<file path="src/rtl/pipeline_hazard_ctrl.sv">
`default_nettype none
// ============================================================================
// Module      : pipeline_hazard_ctrl
// Description : Central hazard sequencer for a 5-stage pipeline. Turns
//               load-use, memory-stall, branch-redirect and trap events into
//               per-stage hold/clear controls and a PC hold. A small squash
//               FSM tracks a fetch that was in flight when the PC was
//               redirected, so its response can be discarded. It drives only
//               control signals, never data.
// Ports       : clk, rst            clock / synchronous active-high reset
//               i_if_busy           fetch outstanding, IF output not valid
//               i_mem_busy          data access in MEM not complete
//               i_id_rs1/rs2(_ren)  ID source register indices and read enables
//               i_ex_valid/is_load  EX holds a valid instruction / a load
//               i_ex_rd             EX destination register index
//               i_ex_redirect       taken branch/jump resolved in EX
//               i_trap              exception/mret redirect raised from MEM
//               o_*_hold/o_*_clear  per-stage hold and bubble controls
//               o_pc_hold           freeze the PC
//               o_fetch_squash      discard the in-flight fetch response
//               o_stall_cnt         saturating count of PC-hold cycles
// Revision    : 1.0 - initial release
// ============================================================================
module pipeline_hazard_ctrl #(
    parameter int CNT_W = 32
) (
    input  logic             clk,
    input  logic             rst,
    input  logic             i_if_busy,
    input  logic             i_mem_busy,
    input  logic [4:0]       i_id_rs1,
    input  logic [4:0]       i_id_rs2,
    input  logic             i_id_rs1_ren,
    input  logic             i_id_rs2_ren,
    input  logic             i_ex_valid,
    input  logic             i_ex_is_load,
    input  logic [4:0]       i_ex_rd,
    input  logic             i_ex_redirect,
    input  logic             i_trap,
    output logic             o_pc_hold,
    output logic             o_if_id_hold,
    output logic             o_if_id_clear,
    output logic             o_id_ex_hold,
    output logic             o_id_ex_clear,
    output logic             o_ex_mem_hold,
    output logic             o_ex_mem_clear,
    output logic             o_mem_wb_clear,
    output logic             o_fetch_squash,
    output logic [CNT_W-1:0] o_stall_cnt
);

    localparam logic [0:0]       c_S_IDLE   = 1'b0;
    localparam logic [0:0]       c_S_SQUASH = 1'b1;
    localparam logic [CNT_W-1:0] c_CNT_ONE  = {{(CNT_W-1){1'b0}}, 1'b1};
    localparam logic [CNT_W-1:0] c_CNT_MAX  = '1;

    logic [0:0]       r_state;
    logic [0:0]       w_state_nxt;
    logic [CNT_W-1:0] r_stall_cnt;
    logic             w_load_use;

    // x0 is hard-wired zero, so a load targeting it never creates a hazard.
    assign w_load_use = i_ex_valid & i_ex_is_load & (i_ex_rd != 5'd0) &
                        ((i_id_rs1_ren & (i_id_rs1 == i_ex_rd)) |
                         (i_id_rs2_ren & (i_id_rs2 == i_ex_rd)));

    // State register
    always_ff @(posedge clk) begin
        if (rst) begin
            r_state <= c_S_IDLE;
        end else begin
            r_state <= w_state_nxt;
        end
    end

    // Next state and stage controls
    always_comb begin
        w_state_nxt    = r_state;
        o_pc_hold      = 1'b0;
        o_if_id_hold   = 1'b0;
        o_if_id_clear  = 1'b0;
        o_id_ex_hold   = 1'b0;
        o_id_ex_clear  = 1'b0;
        o_ex_mem_hold  = 1'b0;
        o_ex_mem_clear = 1'b0;
        o_mem_wb_clear = 1'b0;
        o_fetch_squash = 1'b0;

        case (r_state)
            c_S_IDLE: begin
                // A redirect held back by a memory stall does not move the PC
                // yet, so only a redirect that takes effect arms the squash.
                if ((i_trap | (i_ex_redirect & ~i_mem_busy)) & i_if_busy) begin
                    w_state_nxt = c_S_SQUASH;
                end
            end
            c_S_SQUASH: begin
                // The stale response lands on the first not-busy cycle and is
                // dropped that same cycle; a trap here does not extend it.
                if (~i_if_busy) begin
                    w_state_nxt = c_S_IDLE;
                end
            end
            default: w_state_nxt = c_S_IDLE;
        endcase

        if (rst) begin
            // Flush every stage on the reset cycle, whatever the inputs are.
            o_if_id_clear  = 1'b1;
            o_id_ex_clear  = 1'b1;
            o_ex_mem_clear = 1'b1;
            o_mem_wb_clear = 1'b1;
        end else begin
            o_fetch_squash = (r_state == c_S_SQUASH);
            if (i_trap) begin
                // The trapping op suppresses its own retirement in MEM.
                o_if_id_clear  = 1'b1;
                o_id_ex_clear  = 1'b1;
                o_ex_mem_clear = 1'b1;
            end else if (i_mem_busy) begin
                // Freeze everything up to MEM; EX re-presents any redirect or
                // load-use next cycle, so those are simply deferred.
                o_pc_hold      = 1'b1;
                o_if_id_hold   = 1'b1;
                o_id_ex_hold   = 1'b1;
                o_ex_mem_hold  = 1'b1;
                o_mem_wb_clear = 1'b1;
            end else if (r_state == c_S_SQUASH) begin
                // PC already holds the redirect target; wait for the stale
                // response while keeping IF/ID empty.
                o_pc_hold     = 1'b1;
                o_if_id_clear = 1'b1;
                o_id_ex_clear = i_ex_redirect | w_load_use;
            end else if (i_ex_redirect) begin
                o_if_id_clear = 1'b1;
                o_id_ex_clear = 1'b1;
            end else if (w_load_use) begin
                o_pc_hold     = 1'b1;
                o_if_id_hold  = 1'b1;
                o_id_ex_clear = 1'b1;
            end else if (i_if_busy) begin
                o_pc_hold     = 1'b1;
                o_if_id_clear = 1'b1;
            end
        end
    end

    // Saturating stall-cycle counter
    always_ff @(posedge clk) begin
        if (rst) begin
            r_stall_cnt <= '0;
        end else if (o_pc_hold && (r_stall_cnt != c_CNT_MAX)) begin
            r_stall_cnt <= r_stall_cnt + c_CNT_ONE;
        end
    end

    assign o_stall_cnt = r_stall_cnt;

endmodule
`default_nettype wire

</file>
<file path="config.mk">
export PLATFORM = sky130hd
export DESIGN_NAME = pipeline_hazard_ctrl
export DESIGN_NICKNAME = d
export VERILOG_FILES = /design/src/rtl/pipeline_hazard_ctrl.sv
export SDC_FILE = /design/constraint.sdc
export NUM_CORES = 1
export LEC_CHECK = 0
export CAP_MARGIN = 15
export CORE_MARGIN = 2
export CORE_UTILIZATION = 47
export DETAILED_ROUTE_END_ITERATION = 10
export GPL_TIMING_DRIVEN = 0
export PLACE_DENSITY = 0.89
export SETUP_SLACK_MARGIN = 0.2
export SLEW_MARGIN = 20
export SYNTH_ARGS = -nofsm -noshare
export SYNTH_HDL_FRONTEND = slang
export SYNTH_SLANG_ARGS = --single-unit
export TNS_END_PERCENT = 10
</file>
<file path="constraint.sdc">
create_clock -name clk -period 2.5 [get_ports clk]
set_input_delay 0.375 -clock clk [delete_from_list [all_inputs] [get_ports clk]]
set_output_delay 0.375 -clock clk [all_outputs]
set_load 0.005 [all_outputs]
</file>
After elaboration in Yosys (flattened, before gate mapping) --
Cells that the tools add are included. W data, S select, Z words.
Cells by class: $add $sub $neg 1, equal/unequal tests 3, mux-type cells 33, bitwise gates (word level) 12, reduce and logical (&&, ||, !) cells 2
Operators by type and width (count):
- $add A32 B1 Y32 const B | 1
- $mux W1 | 32
- $ne A32 B32 Y1 const B | 1
- $eq A5 B5 Y1 | 2
- $and A1 B1 Y1 | 7
- $reduce_bool A5 Y1 | 1
- $or A1 B1 Y1 | 3
- $not A1 Y1 | 2
- $pmux W1 S2 | 1
- $logic_and A1 B1 Y1 | 1
Word-level totals: register bits 33, input bits 25, output and inout port bits 41, word-level logic and storage cells 53

Logic depth before layout (Yosys ltp) --
Gate-level depths: netlist (run 1).
depth after elaboration 11, gate-level depth with buffers 8

Least setup slack after synthesis (run 1) --
OpenSTA, ideal clock, no wires.
path type flip-flop to flip-flop, start reg r_stall_cnt[10] (netlist: o_stall_cnt[10]), end reg r_stall_cnt[31] (netlist: o_stall_cnt[31]), library setup time 71 ps, arrival 2136 ps, slack 293 ps, cell stages (with the launch flop) 6, period minus slack after synthesis 2207 ps, cells stage by stage dfxtp_1 -> nand4_2 -> or4_4 -> or4_4 -> or4_1 -> a21oi_1
On the way: cells in the longest elaborated chain, start to end 2
Ends and longest elaborated chain:
- start, declared | RTL line 59 | logic [CNT_W-1:0] r_stall_cnt;
- start signal, assigned | RTL line 153 | r_stall_cnt <= r_stall_cnt + c_CNT_ONE;
- parallel branches: the longest is 2 deep, another holds $add A32 B1 Y32
Several ways; the timed one is not identified. A chain may end at the register's enable or synchronous reset.

Final worst setup path (run 1) --
start in i_id_rs1[3], end reg r_stall_cnt[27] (netlist: o_stall_cnt[27])
On the way: cells in the longest elaborated chain, start to end 11
Ends and longest elaborated chain:
- start, declared | RTL line 31 | input logic [4:0] i_id_rs1,
- $eq A5 B5 Y1 | RTL line 64 | ((i_id_rs1_ren & (i_id_rs1 == i_ex_rd)) |
- $and A1 B1 Y1 | RTL line 64
- $or A1 B1 Y1 | RTL line 64
- $and A1 B1 Y1 | RTL line 63 | assign w_load_use = i_ex_valid & i_ex_is_load & (i_ex_rd != 5'd0) &
- $mux W1 | RTL line 137 | end else if (w_load_use) begin
- $mux W1 | RTL line 134 | end else if (i_ex_redirect) begin
- $mux W1 | RTL line 128 | end else if (r_state == c_S_SQUASH) begin
- $mux W1 | RTL line 120 | end else if (i_mem_busy) begin
- $mux W1 | RTL line 115 | if (i_trap) begin
- $mux W1 | RTL line 107 | if (rst) begin
- $logic_and A1 B1 Y1 | RTL line 152 | end else if (o_pc_hold && (r_stall_cnt != c_CNT_MAX)) begin
No other way between the ends.

==> impl_metrics.yaml, run 1 <==
logic_synthesis:
  synth_top_family_by_area: "simple AND/OR/NAND/NOR gates"
  synthMuxAreaShare_pct: 1.58
  synth.distinct_cells: 46
  synth_top_area_share_pct: 30.9
  synth_compound_area_share_pct: 24.3
  synth_seq_cells: 33
  async_flop_share_pct: 0
  synth_fp_nets: 284
  synthAdderAreaFrac_pct: 0.586
  synth_flop_cell: "dfxtp_1"
  synth_edf_count: 0
  seq_area_frac_synth_pct: 30.9
  syn_area_um2: 2140
  synthSimpleGateAreaFrac_pct: 32.7
  netlist_instances: 258
  synthXorXnorAreaFrac_pct: 4.10
  avgSynthCellArea_um2: 8.28
  yosys.cell_count.top_type: "dfxtp_1"
  synthTopCellsByCount: "dfxtp_1, a21oi_1, o31ai_1, nand4_1, or4_1"
  ys_warn_count: 0
  synth.largest_area_cell: "dfxtp_1"
  synthTopCellsByArea: "dfxtp_1, o31ai_1, or4_1, nand4_1, a21oi_1"
cells_and_area:
  fin_cells: 392
  fillers: 328
  num_antenna_cells: 0
  final_cell_area_um2: 3140
  syn2layout_area_growth_pct: 46.9
  layout.nets: 365
  drive_gt1_share_pct: 20.3
die:
  die_x_um: 71.4
  initial_core_util_pct: 49.1
  coreArea_um2: 4350
  row_count: 24
  die_h_um: 71.4
  boundaryPins: 66
  fp.dieArea_um2: 5100
worst_setup_path:
  worstSetupPathType: "in2reg"
  cp-start-kind: "input port"
  required_ps: 2720
  arrival_ps: 2650
  cp_max_fo: 10
  end_kind: "register"
placement:
  place_area_um2: 2850
  dp_cells: 375
  gp_congestion: 0.931
  io_buffers: 65
  dp.final_hpwl_um: 4790
sta:
  rsz0062_at_grt: "true"
  finClkSkew_ps: 5.13
  slew-limit-headroom_pct: 45.2
  max_slew.worst_pin.slew_ps: 816
  finalCritPeriodShare_pct: 97.3
  slew_viol_final: 0
  min_period_ps: 2430
  hold-worst-slack_ps: 482
  hold_violations: 0
  fmax_mhz: 411
  setup_viol: 0
flow_run:
  maxCapViolCount: 0
drt:
  wl_per_cell_um: 17.9
  routed_wl_um: 7040
  remaining_drc_errors: 0
  drtPass1Iterations: 5
  vias: 2604
  ant_nets: 0
  drtIter0Drc: 245
  via_per_inst: 6.64
global_routing:
  grt_pass1_wl_um: 10800
  grtUsageTotal_pct: 26.3
  grt_pass1_vias: 2307
  overflow: 0
  antenna_found_initial: 0
  grt_max_degree: 11
pwr:
  vdd_ir_drop_max_mv: 0.298
  leakage_nw: 1.01
  p_per_area_nw_per_um2: 361
  finalPower_w: 0.00113
min_path:
  min_path_type: "in2reg"
clock_network:
  clock-sinks: 33
  insertion_delay_ps: 290
  cts_tree: "done"
  postCtsHoldBufs: 0
  numCtsBuffers: 5
  clockBufferDepth: 2
  h-tree-depth: 2
  clk_pin_slew_ps: 70
  clockRootBuffer: "clkbuf_8"
run_status:
  status: "finished, final reports clean"
-- critical path: stages --
cell and delay, ps:
clkdlybuf4s50_1 410, xnor2_1 200, nand4_1 180, o221a_4 340
buf_4 160, clkbuf_1 240, or4_1 580, a21oi_1 160
-- logic make-up after synthesis --
family	count (synthesis)
simple gates	116
buf+inv	23
xor+xnor	10
flops	33
compound gates	72
fa+ha+maj	1
mux	3
-- final cells by class --
class                      instances  area [µm²]  area share (%)
buffer                            18         150            4.78
clock buffer                       8        80.1            2.55
inverter                           5        18.8           0.598
multi-input combinational        202        1430            45.6
sequential                        33         686            21.9
tap                               52        65.1            2.07
timing repair buffer              74         708            22.6
-- metrics by stage --
stage	setup TNS, ps	setup slack, ps	utilization, %
5_1_grt	-130	-34.9	72.1
2_1_floorplan	0	293	-
3_5_place_dp	-8860	-609	65.5
6_report	0	66.5	72.1
4_1_cts	0	2.36	68.9
3_3_place_gp	-8310	-530	65.5
-- routing by layer --
metal	part of all wire [%]	GRT usage, %	vias up
li1	-	-	1196
met3	8.6	5.06	19
met5	0	0	-
met4	1.8	10.1	0
met1	41	34.9	1231
met2	49	42.5	158
-- registers in the layout, summed over array words and instances, names as in the netlist --
register / cells
o_stall_cnt: 32
r_state: 1
-- final timing paths --
check,start,slack (ps),endpoint,depth (start not counted)
setup / recovery,i_id_rs1[3],70,o_stall_cnt[27]$_SDFFE_PP0P_,8
hold / removal,rst,480,o_stall_cnt[30]$_SDFFE_PP0P_,3
setup reg to reg,o_stall_cnt[21]$_SDFFE_PP0P_,140,o_stall_cnt[31]$_SDFFE_PP0P_,5
hold reg to reg,o_stall_cnt[23]$_SDFFE_PP0P_,490,o_stall_cnt[23]$_SDFFE_PP0P_,2
-- what timing repair did --
action / CTS / global route
setup endpoints to repair: 36 / 37
pin swaps: 6 / 10
gates resized for setup: 25 / 57
hold endpoints to repair: 0 / 0
setup buffers: 5 / 4
-- where the power goes --
part	switching (W)	leakage, nW	internal (W)
logic	0.000109	0.698	0.0000982
registers	0.00000224	0.274	0.000524
clock network	0.000200	0.0395	0.000198
-- cell usage in the layout, fill, tap and decap left out, types with 4 or more instances in the layout --
master | Yosys | routed
clkbuf_1 | 10 | 8
or4_1 | 19 | 19
clkbuf_8 | 1 | 6
nor2b_1 | 5 | 5
o31a_1 | 4 | 4
nor2_1 | 13 | 9
nor4_1 | 7 | 5
dlygate4sd2_1 | 0 | 6
nand3_1 | 16 | 16
dfxtp_1 | 33 | 19
clkdlybuf4s50_1 | 0 | 51
o41ai_1 | 5 | 5
buf_4 | 1 | 12
o31ai_1 | 20 | 18
buf_6 | 2 | 4
o311ai_0 | 6 | 6
dlymetal6s2s_1 | 0 | 5
dfxtp_2 | 0 | 11
inv_1 | 5 | 5
or2_2 | 4 | 4
nand2_1 | 13 | 13
nand4_1 | 19 | 19
a21oi_1 | 21 | 21
and4_1 | 5 | 5
xnor2_1 | 10 | 9
Note: power is estimated with default switching activity, not from simulation.
==> run 2: changes to the inputs <==
CORE_ASPECT_RATIO = 1.5   (was not set)
==> run 2 against run 1 <==
Critical path depth shrank 3. Design area grew 1.0%. Register-to-register slack lost 96 ps. Critical path type is now reg2reg. Largest cell class unchanged. Largest power group unchanged. Highest routed layer unchanged.
==> impl_metrics.yaml, run 2 (synthesis gave the netlist of run 1 again) <==
run_status:
  status: "finished, final reports clean"
drt:
  vias: 2723
  via_per_inst: 7.02
  drtIter0Drc: 347
  wl_per_cell_um: 20.3
  remaining_drc_errors: 0
  routed_wl_um: 7880
  drtPass1Iterations: 5
  ant_nets: 0
sta:
  rsz0062_at_grt: "true"
  fmax_mhz: 407
  min_period_ps: 2460
  setup_viol: 0
  finalCritPeriodShare_pct: 98.3
  setup_ws_ps: 43.7
  slew_viol_final: 0
  slew-limit-headroom_pct: 63.6
  setup_tns_ps: 0
  finClkSkew_ps: 2.35
  hold_violations: 0
  max_slew.worst_pin.slew_ps: 542
pwr:
  vdd_ir_drop_max_mv: 0.346
  p_seq_share_pct: 45.4
  power_frac_comb_pct: 18.7
  clock_power_share_pct: 35.9
  power.switching_w: 0.000316
  leakage_nw: 1.06
  switching_share_pct: 27.1
  p_int_w: 0.000850
  finalPower_w: 0.00117
  p_per_area_nw_per_um2: 368
clock_network:
  clockBufferDepth: 2
  clock-sinks: 33
  insertion_delay_ps: 290
  postCtsHoldBufs: 0
  cts_tree: "done"
  clk_pin_slew_ps: 70
  clockRootBuffer: "clkbuf_8"
  h-tree-depth: 2
  numCtsBuffers: 5
flow_run:
  maxCapViolCount: 0
global_routing:
  grtUsageTotal_pct: 26.6
  grt_max_degree: 11
  grt_pass1_wl_um: 10600
  overflow: 0
  antenna_found_initial: 0
  grt_pass1_vias: 2348
worst_setup_path:
  timing.rr.start: "o_stall_cnt[14]$_SDFFE_PP0P_"
  startpoint: "o_stall_cnt[14]$_SDFFE_PP0P_"
  rr_worst_depth: 5
  cp_max_fo: 6
  critPathMaxStageDelay_ps: 630
  cp.depth: 5
  cp-start-kind: "register"
  reg2reg_slack_ps: 40
  arrival_ps: 2680
  cpMostUsedCell: "or4_4"
  worstPathCellList: "nand4_1 -> or4_4 -> or4_4 -> or4_1 -> a21oi_1"
  critPathBufInv: 0
  end_kind: "register"
  slowest_stage: "or4_4"
  r2r_end: "o_stall_cnt[31]$_SDFFE_PP0P_"
  worstSetupPathType: "reg2reg"
  required_ps: 2720
  crit_family: "simple AND/OR/NAND/NOR gates"
  crit_end: "o_stall_cnt[31]$_SDFFE_PP0P_"
cells_and_area:
  num_antenna_cells: 0
  largest_reg_flops: 32
  final_common_cell: "clkdlybuf4s50_1"
  layout.nets: 366
  drive_gt1_share_pct: 19.1
  fillers: 332
  syn2layout_area_growth_pct: 48.4
  layout_common_cells: "clkdlybuf4s50_1, dfxtp_1, a21oi_1"
placement:
  io_buffers: 65
  gp_congestion: 0.939
  post-place-ws_ps: -631
  dp.final_hpwl_um: 4900
die:
  fp.dieArea_um2: 5110
  initial_core_util_pct: 47.8
  coreArea_um2: 4470
  row_count: 30
  boundaryPins: 66
  die_h_um: 86.6
  die_x_um: 59.0
min_path:
  min_path_type: "in2reg"
[run 2: cell count changes in the layout (fill, tap and decap cells not counted), moves of 3 or more]
cell             change
dfxtp_1              +4
dfxtp_4              -3
clkdlybuf4s50_1      -4
dlygate4sd2_1        +3
buf_2                -3
[run 2: through the flow]
| stage | instances | util (%) | hold slack [ps] | cell area, µm² |
|---|---|---|---|---|
| global placement | 371 | 63.7 | 489 | 2850 |
| CTS | 379 | 67.3 | 497 | 3010 |
| floorplan | 258 | - | 477 | 2140 |
| finish | 388 | 71.0 | 419 | 3170 |
| detailed placement | 371 | 63.7 | 503 | 2850 |
| global route | 388 | 71.0 | 444 | 3170 |
[run 2: power groups by stage]
stage	Combinational (W)	Clock, W	Sequential [W]
2_1_floorplan	0.0000857	0	0.000541
3_3_place_gp	0.000172	0	0.000541
3_5_place_dp	0.000175	0	0.000541
4_1_cts	0.000185	0.000415	0.000529
5_1_grt	0.000229	0.000438	0.000529
6_report	0.000218	0.000418	0.000529
[run 2: worst reg2reg max path, cell delays in order, from the launching register on]
cell,delay [ps]
dfxtp_2,370
nand4_1,230
or4_4,630
or4_4,560
or4_1,430
a21oi_1,160
[run 2: timing repair]
action,in CTS,in global routing
setup endpoints to repair,38,32
resized for setup,46,21
cloned,0,1
setup buffers,1,8
pin swaps,9,11
endpoints found under the hold margin,0,0
[run 2: final cells by class]
| class | instances | area, µm² | area share, % |
|---|---|---|---|
| buffer | 18 | 139 | 4.38 |
| clock buffer | 7 | 86.3 | 2.72 |
| inverter | 5 | 18.8 | 0.592 |
| multi-input combinational | 202 | 1440 | 45.5 |
| sequential | 33 | 673 | 21.2 |
| tap | 48 | 60.1 | 1.89 |
| timing repair buffer | 75 | 749 | 23.6 |
[run 2: worst min-delay path by stage]
stage / from / end / slack [ps] / depth (start not counted)
floorplan: o_stall_cnt[27]$_SDFFE_PP0P_ / o_stall_cnt[27]$_SDFFE_PP0P_ / 480 / 2
global placement: o_stall_cnt[27]$_SDFFE_PP0P_ / o_stall_cnt[27]$_SDFFE_PP0P_ / 490 / 2
detailed placement: o_stall_cnt[27]$_SDFFE_PP0P_ / o_stall_cnt[27]$_SDFFE_PP0P_ / 500 / 2
CTS: o_stall_cnt[22]$_SDFFE_PP0P_ / o_stall_cnt[22]$_SDFFE_PP0P_ / 500 / 2
global route: i_if_busy / r_state$_SDFF_PP0_ / 440 / 2
finish: i_if_busy / r_state$_SDFF_PP0_ / 420 / 2
[run 2: metal layers]
metal	vias up	routed length, µm	GRT usage [%]
li1	1201	-	-
met4	0	365	14.5
met3	49	654	4.33
met5	-	0	0
met1	1260	2760	31.8
met2	213	4100	44.4
==> run 3: changes to the inputs <==
CAP_MARGIN = 10   (was 15)
CELL_PAD_IN_SITES_DETAIL_PLACEMENT = 2   (was not set)
CELL_PAD_IN_SITES_GLOBAL_PLACEMENT = 2   (was not set)
CORE_UTILIZATION = 26   (was 47)
PLACE_DENSITY = 0.88   (was 0.89)
==> run 3 against run 2 <==
Sequential power down 1%. Total power increased by 21%. Global-route usage down 3.7 points. Critical path depth grew 4. First-iteration DRC count is 54% lower. Non-clock buffer count increased by 12. Clock skew increased by 1.1 ps. Register-to-register slack improved by 90 ps. Maximum frequency rose by 1.2%. Setup slack better by 29 ps. Design area up 12%. Critical endpoint is now o_stall_cnt[12]$_SDFFE_PP0P_.
==> impl_metrics.yaml, run 3 (synthesis gave the netlist of run 1 again) <==
worst_setup_path:
  r2r_end: "o_stall_cnt[13]$_SDFFE_PP0P_"
  worstPathCellList: "clkdlybuf4s15_2 -> or3_4 -> a211oi_4 -> buf_4 -> buf_12 -> o22ai_2 -> clkbuf_4 -> nor4_2 -> mux2_2"
  cp_max_fo: 10
  end_kind: "register"
  timing.rr.start: "o_stall_cnt[14]$_SDFFE_PP0P_"
  slowest_stage: "or3_4"
  rr_worst_depth: 7
  cp-start-kind: "input port"
  required_ps: 2660
  critPathBufInv: 4
  critPathMaxStageDelay_ps: 410
  arrival_ps: 2590
  reg2reg_slack_ps: 130
  crit_family: "buffers and inverters"
  worstSetupPathType: "in2reg"
global_routing:
  antenna_found_initial: 0
  grt_max_degree: 11
  grt_pass1_wl_um: 16000
  overflow: 0
  grt_pass1_vias: 2910
  grtUsageTotal_pct: 23.0
min_path:
  min_path_cells: 2
  hold_start: "i_if_busy"
  min_path_type: "in2reg"
  hold_end: "r_state$_SDFF_PP0_"
cells_and_area:
  layout_common_cells: "clkdlybuf4s50_1, buf_4, nand4_1"
  num_antenna_cells: 0
  finish.utilization_pct: 44.3
  largest_reg_flops: 32
  syn2layout_area_growth_pct: 66.2
  drive_gt1_share_pct: 29.8
  layout.nets: 378
  final_common_cell: "clkdlybuf4s50_1"
  fillers: 889
drt:
  routed_wl_um: 11600
  drtPass1Iterations: 5
  drtIter0Drc: 160
  via_per_inst: 6.18
  vias: 2826
  ant_nets: 0
  wl_per_cell_um: 25.3
  remaining_drc_errors: 0
sta:
  slew_viol_final: 0
  setup_tns_ps: 0
  finalCritPeriodShare_pct: 97.1
  min_period_ps: 2430
  hold_violations: 0
  rsz0062_at_grt: "true"
  max_slew.worst_pin.slew_ps: 746
  setup_viol: 0
  finClkSkew_ps: 3.47
  slew-limit-headroom_pct: 50.0
  fmax_mhz: 412
clock_network:
  clock-sinks: 33
  h-tree-depth: 2
  numCtsBuffers: 5
  clk_pin_slew_ps: 50
  cts_tree: "done"
  clockRootBuffer: "clkbuf_16"
  clockBufferDepth: 2
  insertion_delay_ps: 280
die:
  fp.dieArea_um2: 8970
  boundaryPins: 66
  die_x_um: 78
  initial_core_util_pct: 26.7
  row_count: 40
  coreArea_um2: 8010
  die_h_um: 115
pwr:
  leakage_nw: 1.21
  vdd_ir_drop_max_mv: 0.232
  p_per_area_nw_per_um2: 399
placement:
  io_buffers: 65
  dp.final_hpwl_um: 6750
  gp_congestion: 0.763
run_status:
  status: "finished, final reports clean"
flow_run:
  maxCapViolCount: 0
run 3: cell count changes in the layout (fill, tap and decap cells not counted), sizes merged:
cell and delta:
buf +14, dlymetal6s2s +5, dlygate4sd2 -4, clkbuf +2, clkdlybuf4s50 -5
run 3: final cells by class:
type / count / area, µm² / area share (%)
inverters: 5 / 18.8 / 0.529
flip-flops and latches: 33 / 696 / 19.6
repair buffers: 87 / 848 / 23.9
multi-input cells: 202 / 1540 / 43.2
plain buffers: 18 / 178 / 5.01
well taps: 105 / 131 / 3.70
clock buffers: 7 / 143 / 4.02
run 3: routing by layer:
metal	wire length (µm)	track usage, %	part of all wire (%)
met4	417	10.3	3.6
met5	0	0	0
met2	6350	43.4	55
met1	4290	25.1	37
met3	517	3.14	4.5
run 3: report_power, final:
part / switching, W / internal, W
registers: 0.00000249 / 0.000521
clock network: 0.000238 / 0.000392
logic: 0.000138 / 0.000124
total: 0.000379 / 0.00104
run 3: worst reg2reg max path: cells and delay by family (launching register included):
kind            cells  cell delay (ps)
simple gates        2              790
compound gates      3              760
flops               1              370
buf+inv             2              360
run 3: worst max path at each step:
stage                     cells after the start                    startpoint                      endpoint  slack, ps
after floorplan                               5  o_stall_cnt[10]$_SDFFE_PP0P_  o_stall_cnt[31]$_SDFFE_PP0P_        290
after global placement                        8                           rst                     o_pc_hold       -700
after detailed placement                      8                           rst                     o_pc_hold       -720
after CTS                                     8                   i_id_rs1[3]                 o_if_id_clear         20
after global routing                          6   o_stall_cnt[2]$_SDFFE_PP0P_  o_stall_cnt[17]$_SDFFE_PP0P_        -50
final                                         9                        i_trap  o_stall_cnt[12]$_SDFFE_PP0P_         70
run 3: metrics by stage:
| stage | instance area (µm²) | total power, W | hold slack [ps] | instances | setup WS (ps) |
|---|---|---|---|---|---|
| 3_5_place_dp | 2920 | 0.000727 | 522 | 428 | -718 |
| 3_3_place_gp | 2920 | 0.000722 | 508 | 428 | -704 |
| 5_1_grt | 3550 | 0.00145 | 472 | 457 | -46.6 |
| 6_report | 3550 | 0.00142 | 461 | 457 | 72.3 |
| 2_1_floorplan | 2140 | 0.000626 | 477 | 258 | 293 |
| 4_1_cts | 3280 | 0.00138 | 528 | 444 | 17.0 |
run 3: timing repair:
item | CTS | global route
pin swaps | 10 | 26
hold endpoints to repair | 0 | 0
endpoints found under the setup margin | 39 | 36
gates resized for setup | 58 | 68
hold buffers | 0 | 0
cloned | 1 | 0
setup buffers | 8 | 13
